===== config.mk =====
export PLATFORM = sky130hd
export DESIGN_NAME = spy_path_sequencer
export DESIGN_NICKNAME = d
export VERILOG_FILES = /design/src/rtl/spy_pkg.sv /design/src/rtl/spy_sync2.sv /design/src/rtl/spy_path_sequencer.sv
export SDC_FILE = /design/constraint.sdc
export NUM_CORES = 1
export LEC_CHECK = 0
export ABC_AREA = 0
export BUFFER_PORTS_ARGS = -buffer_cell sky130_fd_sc_hd__buf_2
export CORE_MARGIN = 5
export CORE_UTILIZATION = 61
export CTS_CLUSTER_DIAMETER = 30
export DETAILED_ROUTE_END_ITERATION = 7
export HOLD_SLACK_MARGIN = 0.15
export PLACE_DENSITY = 0.88
export SLEW_MARGIN = 20
export SYNTH_ARGS = -nofsm -noshare
export SYNTH_HDL_FRONTEND = slang
export SYNTH_SLANG_ARGS = --single-unit

===== constraint.sdc =====
create_clock -name clk -period 4.1 [get_ports clk]
set_input_delay 0.205 -clock clk [delete_from_list [all_inputs] [get_ports clk]]
set_output_delay 0.205 -clock clk [all_outputs]
set_load 0.05 [all_outputs]

===== src/rtl/spy_pkg.sv =====
// spy_pkg: shared types and constants for the path spy sequencer
package spy_pkg;
  typedef enum logic [1:0] {IDLE = 2'd0, STEP = 2'd1, CMP = 2'd2, DONE = 2'd3} state_e;
  typedef logic [1:0] sig_t;
  localparam int SYNC_STAGES = 2;
endpackage


===== src/rtl/spy_sync2.sv =====
// spy_sync2: multi-flop synchroniser for the asynchronous path output
module spy_sync2
  import spy_pkg::*;
(
  input  logic clk,
  input  logic rst,
  input  logic d_i,
  output logic q_o
);
  logic [SYNC_STAGES-1:0] ff_q;
  // shift the raw input through the synchroniser chain
  always_ff @(posedge clk)
    if (rst) ff_q <= '0;
    else ff_q <= {ff_q[SYNC_STAGES-2:0], d_i};
  assign q_o = ff_q[SYNC_STAGES-1];
endmodule


===== src/rtl/spy_path_sequencer.sv =====
// spy_path_sequencer: reference/armed launch sequencer comparing path transfer signatures
module spy_path_sequencer
  import spy_pkg::*;
#(
  parameter int SETTLE_CYCLES = 8,
  parameter int NUM_TRIALS    = 16,
  parameter int CNT_W         = 8
) (
  input  logic             clk,
  input  logic             rst,
  input  logic             start,
  input  logic [1:0]       cfg_trig,
  input  logic             path_out,
  output logic             launch,
  output logic             ht_in1,
  output logic             ht_in2,
  output logic             busy,
  output logic             done,
  output logic [CNT_W-1:0] mismatch_cnt,
  output logic [CNT_W-1:0] stuck_cnt,
  output logic [1:0]       ref_sig,
  output logic [1:0]       arm_sig
);
  localparam int SW = (SETTLE_CYCLES > 1) ? $clog2(SETTLE_CYCLES) : 1;
  localparam int TW = $clog2(NUM_TRIALS + 1);
  localparam logic [CNT_W-1:0] CMAX = '1;
  state_e           state_q, state_d;
  logic [SW-1:0]    cnt_q, cnt_d;
  logic [1:0]       step_q, step_d;
  logic [TW-1:0]    trial_q, trial_d;
  logic [1:0]       trig_q, trig_d;
  logic [3:0]       samp_q, samp_d;
  logic [CNT_W-1:0] mism_q, mism_d, stuck_q, stuck_d;
  sig_t             ref_q, ref_d, arm_q, arm_d;
  logic             sync_o, last_cnt, sig_diff, sig_flat;
  spy_sync2 u_sync (.clk(clk), .rst(rst), .d_i(path_out), .q_o(sync_o));
  assign last_cnt = cnt_q == SW'(SETTLE_CYCLES - 1);
  assign sig_diff = samp_q[3:2] != samp_q[1:0];
  assign sig_flat = (samp_q[3] == samp_q[2]) || (samp_q[1] == samp_q[0]);
  // sequence steps/phases/trials; samples land at the end of each step, bit 3 = first step
  always_comb begin
    state_d = state_q;
    cnt_d   = cnt_q;
    step_d  = step_q;
    trial_d = trial_q;
    trig_d  = trig_q;
    samp_d  = samp_q;
    mism_d  = mism_q;
    stuck_d = stuck_q;
    ref_d   = ref_q;
    arm_d   = arm_q;
    unique case (state_q)
      IDLE: if (start) begin
        state_d = STEP;
        cnt_d   = '0;
        step_d  = '0;
        trial_d = '0;
        trig_d  = cfg_trig;
        mism_d  = '0;
        stuck_d = '0;
      end
      STEP: begin
        cnt_d = last_cnt ? '0 : cnt_q + SW'(1);
        if (last_cnt) begin
          samp_d[2'd3 - step_q] = sync_o;
          step_d = step_q + 2'd1;
          state_d = (step_q == 2'd3) ? CMP : STEP;
        end
      end
      CMP: begin
        ref_d   = samp_q[3:2];
        arm_d   = samp_q[1:0];
        mism_d  = (sig_diff && mism_q != CMAX) ? mism_q + CNT_W'(1) : mism_q;
        stuck_d = (sig_flat && stuck_q != CMAX) ? stuck_q + CNT_W'(1) : stuck_q;
        trial_d = trial_q + TW'(1);
        state_d = (trial_q == TW'(NUM_TRIALS - 1)) ? DONE : STEP;
      end
      default: state_d = IDLE;
    endcase
  end
  // register all sequencer state
  always_ff @(posedge clk)
    if (rst) begin
      state_q <= IDLE;
      cnt_q   <= '0;
      step_q  <= '0;
      trial_q <= '0;
      trig_q  <= '0;
      samp_q  <= '0;
      mism_q  <= '0;
      stuck_q <= '0;
      ref_q   <= '0;
      arm_q   <= '0;
    end else begin
      state_q <= state_d;
      cnt_q   <= cnt_d;
      step_q  <= step_d;
      trial_q <= trial_d;
      trig_q  <= trig_d;
      samp_q  <= samp_d;
      mism_q  <= mism_d;
      stuck_q <= stuck_d;
      ref_q   <= ref_d;
      arm_q   <= arm_d;
    end
  assign launch           = (state_q == STEP) && step_q[0];
  assign {ht_in1, ht_in2} = ((state_q == STEP) && step_q[1]) ? trig_q : 2'b00;
  assign busy             = (state_q == STEP) || (state_q == CMP);
  assign done             = state_q == DONE;
  assign mismatch_cnt     = mism_q;
  assign stuck_cnt        = stuck_q;
  assign ref_sig          = ref_q;
  assign arm_sig          = arm_q;
endmodule


==> results.cfg <==
[placed_design]
dp_hpwl_um = 3110
portBuffers = 30
placedCellCount = 308
post-place-ws_ns = 1.93
place_congestion = 0.831

[layout]
drive_above_1_share = 0.143
seq_area_um2 = 801
final_util = 0.705
fin_cells = 318
num_antenna_cells = 0
fillerInstances = 294
area_delta_synth_final_pct = 11.1
multi_input_area_um2 = 1230
fin_nets = 293

[floorplanning]
core_area_um2 = 3340
die_w_um = 68.9
ios = 31
die_area_um2 = 4750
rows = 21
initial_utilization = 0.634
die_h_um = 68.9

[power_and_ir_drop]
irDropWorstVdd_uv = 197
power.density_nw_per_um2 = 286
leakage_uw = 0.00105

[synthesis]
synth_top_family_by_area = simple AND/OR/NAND/NOR gates
synth_area_leaders = dfxtp_1 38%, ha_1 8.9%, mux2i_1 5.7%, nand3_1 5.0%, nor2_1 4.1%
ys_seq_elements = 40
synth-adder-area-share = 0.0887
ys_warn_count = 0
synth.cell_area_um2 = 2120
synth_mux_area_frac = 0.0621
synthCells = 244
synth_nets = 265
synth_ff_type = dfxtp_1
synth_compound_area_frac = 0.142
syn_area_per_cell_um2 = 8.68
synth_top_cell_area_share = 0.378
yosysTopAreaCell = dfxtp_1
synth-simple-area-share = 0.263
synthTopCellsByCount = 40 x dfxtp_1, 23 x nor2_1, 21 x nand3_1
async_reset_ff_frac = 0
synthXorXnorAreaFrac = 0.0248
synth-edff-count = 0
seq_area_frac_synth = 0.378
synth.distinct_cells = 44
synth.most_common_cell = dfxtp_1

[hold_path]
hp-class = input port to flop

[sta]
tns_ns = 0
fin_skew_ns = 0.0123
fmax_mhz = 454
fin_ws_ns = 1.90
min_period_ns = 2.20
hold_violations = 0
rsz0062_at_grt = no
setup_viol = 0
worst_pin_slew_ns = 0.825
max-slew-margin-rel = 0.445
worst_hold_slack_ns = 0.193
period_share = 0.537
slew_viol_final = 0

[route]
drtAntennaViolNets = 0
via_count = 1834
drc = 0
firstDrtPassIters = 5
viasPerCell = 5.77
routedWlPerCell_um = 13.7
routed_wirelength_um = 4370
first_iter_violations = 149

[job]
maxCapViolations = 0

[clock_network]
cts_tree = built
h-tree-depth = 2
clkSinkCount = 40
cts_root_buffer = clkbuf_4
clockBufferDepth = 2
clk_latency_ns = 0.35
cts-buffers-inserted = 5
post_cts_resize_count = 0
clk_pin_slew_ns = 0.11

[critical_path]
arrival_ns = 2.49
path_class = flop to flop
end_kind = flop
worstPathMaxFanout = 12
start_kind = flop
critPathRequiredTime_ns = 4.39

[global_route]
grt_usage = 0.210
grt_first_pass_wirelength_um = 7580
grt_start_max_net_pins = 31
globalRouteOverflowTotal = 0
antenna_found_initial = 0
first_global_vias = 1705

[outcome]
outcome = finished, final reports clean
-- cell families (layout without fill, tap and decap cells) --
group / after synthesis / in the layout
simple gates: 106 / 106
compound gates: 43 / 43
flops: 40 / 40
buf+inv: 21 / 49
fa+ha+maj: 15 / 15
mux: 13 / 13
xor+xnor: 6 / 6
-- power breakdown --
group	switching, µW	internal [µW]
Combinational	58.4	28.4
Sequential	4.73	394
Clock	123	63.3
-- metrics by stage --
step	instance area (µm²)	power, µW
4_1_cts	2350	671
5_1_grt	2350	697
3_5_place_dp	2280	491
6_report	2350	672
3_3_place_gp	2280	489
2_1_floorplan	2120	477
-- worst max-delay path, cell delays in order (launching register included) --
cell     delay [ns]
dfxtp_1        0.42
inv_1          0.09
ha_1           0.33
mux2i_1        0.22
a221o_1        0.45
or4_1          0.51
a21oi_1        0.14
-- flip-flops by register name (all words and copies together) (netlist names) --
name / flops
ref_sig: 2
cnt_q: 3
step_q: 2
samp_q: 4
trig_q: 2
trial_q: 5
stuck_cnt: 8
mismatch_cnt: 8
u_sync.ff_q: 2
arm_sig: 2
state_q: 2
-- final timing paths --
check	from	cells after the start	to	slack (ns)
max reg2reg	state_q[0]	6	stuck_cnt[5]	1.90
min	start	3	trig_q[1]	0.19
min reg2reg	trig_q[0]	2	trig_q[0]	0.46
max	state_q[0]	6	stuck_cnt[5]	1.90
-- cell type report --
type	count	area share
repair buffers	34	0.0798
clock inverters	1	0.00213
inverters	8	0.0128
multi-input cells	183	0.523
flip-flops and latches	40	0.340
well taps	46	0.0245
clock buffers	6	0.0176
-- timing repair --
item / 4_1_cts / 5_1_grt
hold endpoints to repair: 3 / 0
setup buffers: 0 / 0
hold buffers: 3 / 0
-- routing by layer --
layer	vias to the layer above	global-route usage	wire length (µm)
met5	-	0	0
met4	0	0.0511	56
met3	8	0.0535	251
met2	59	0.342	2070
met1	826	0.277	1980
li1	941	-	-
-- cells in the final DEF, fill, tap and decap left out, types with 5 or more instances in the layout --
| cell type | n |
|---|---|
| dfxtp_1 | 40 |
| buf_2 | 30 |
| nor2_1 | 23 |
| nand3_1 | 21 |
| nand2_1 | 16 |
| ha_1 | 15 |
| mux2i_1 | 12 |
| and3_1 | 9 |
| inv_1 | 8 |
| a21oi_1 | 8 |
| o211ai_1 | 8 |
| nand2b_1 | 7 |
| nor2b_1 | 6 |
| xor2_1 | 6 |
| or4_1 | 5 |
| clkbuf_4 | 5 |
(Power assumes the default switching activity.)
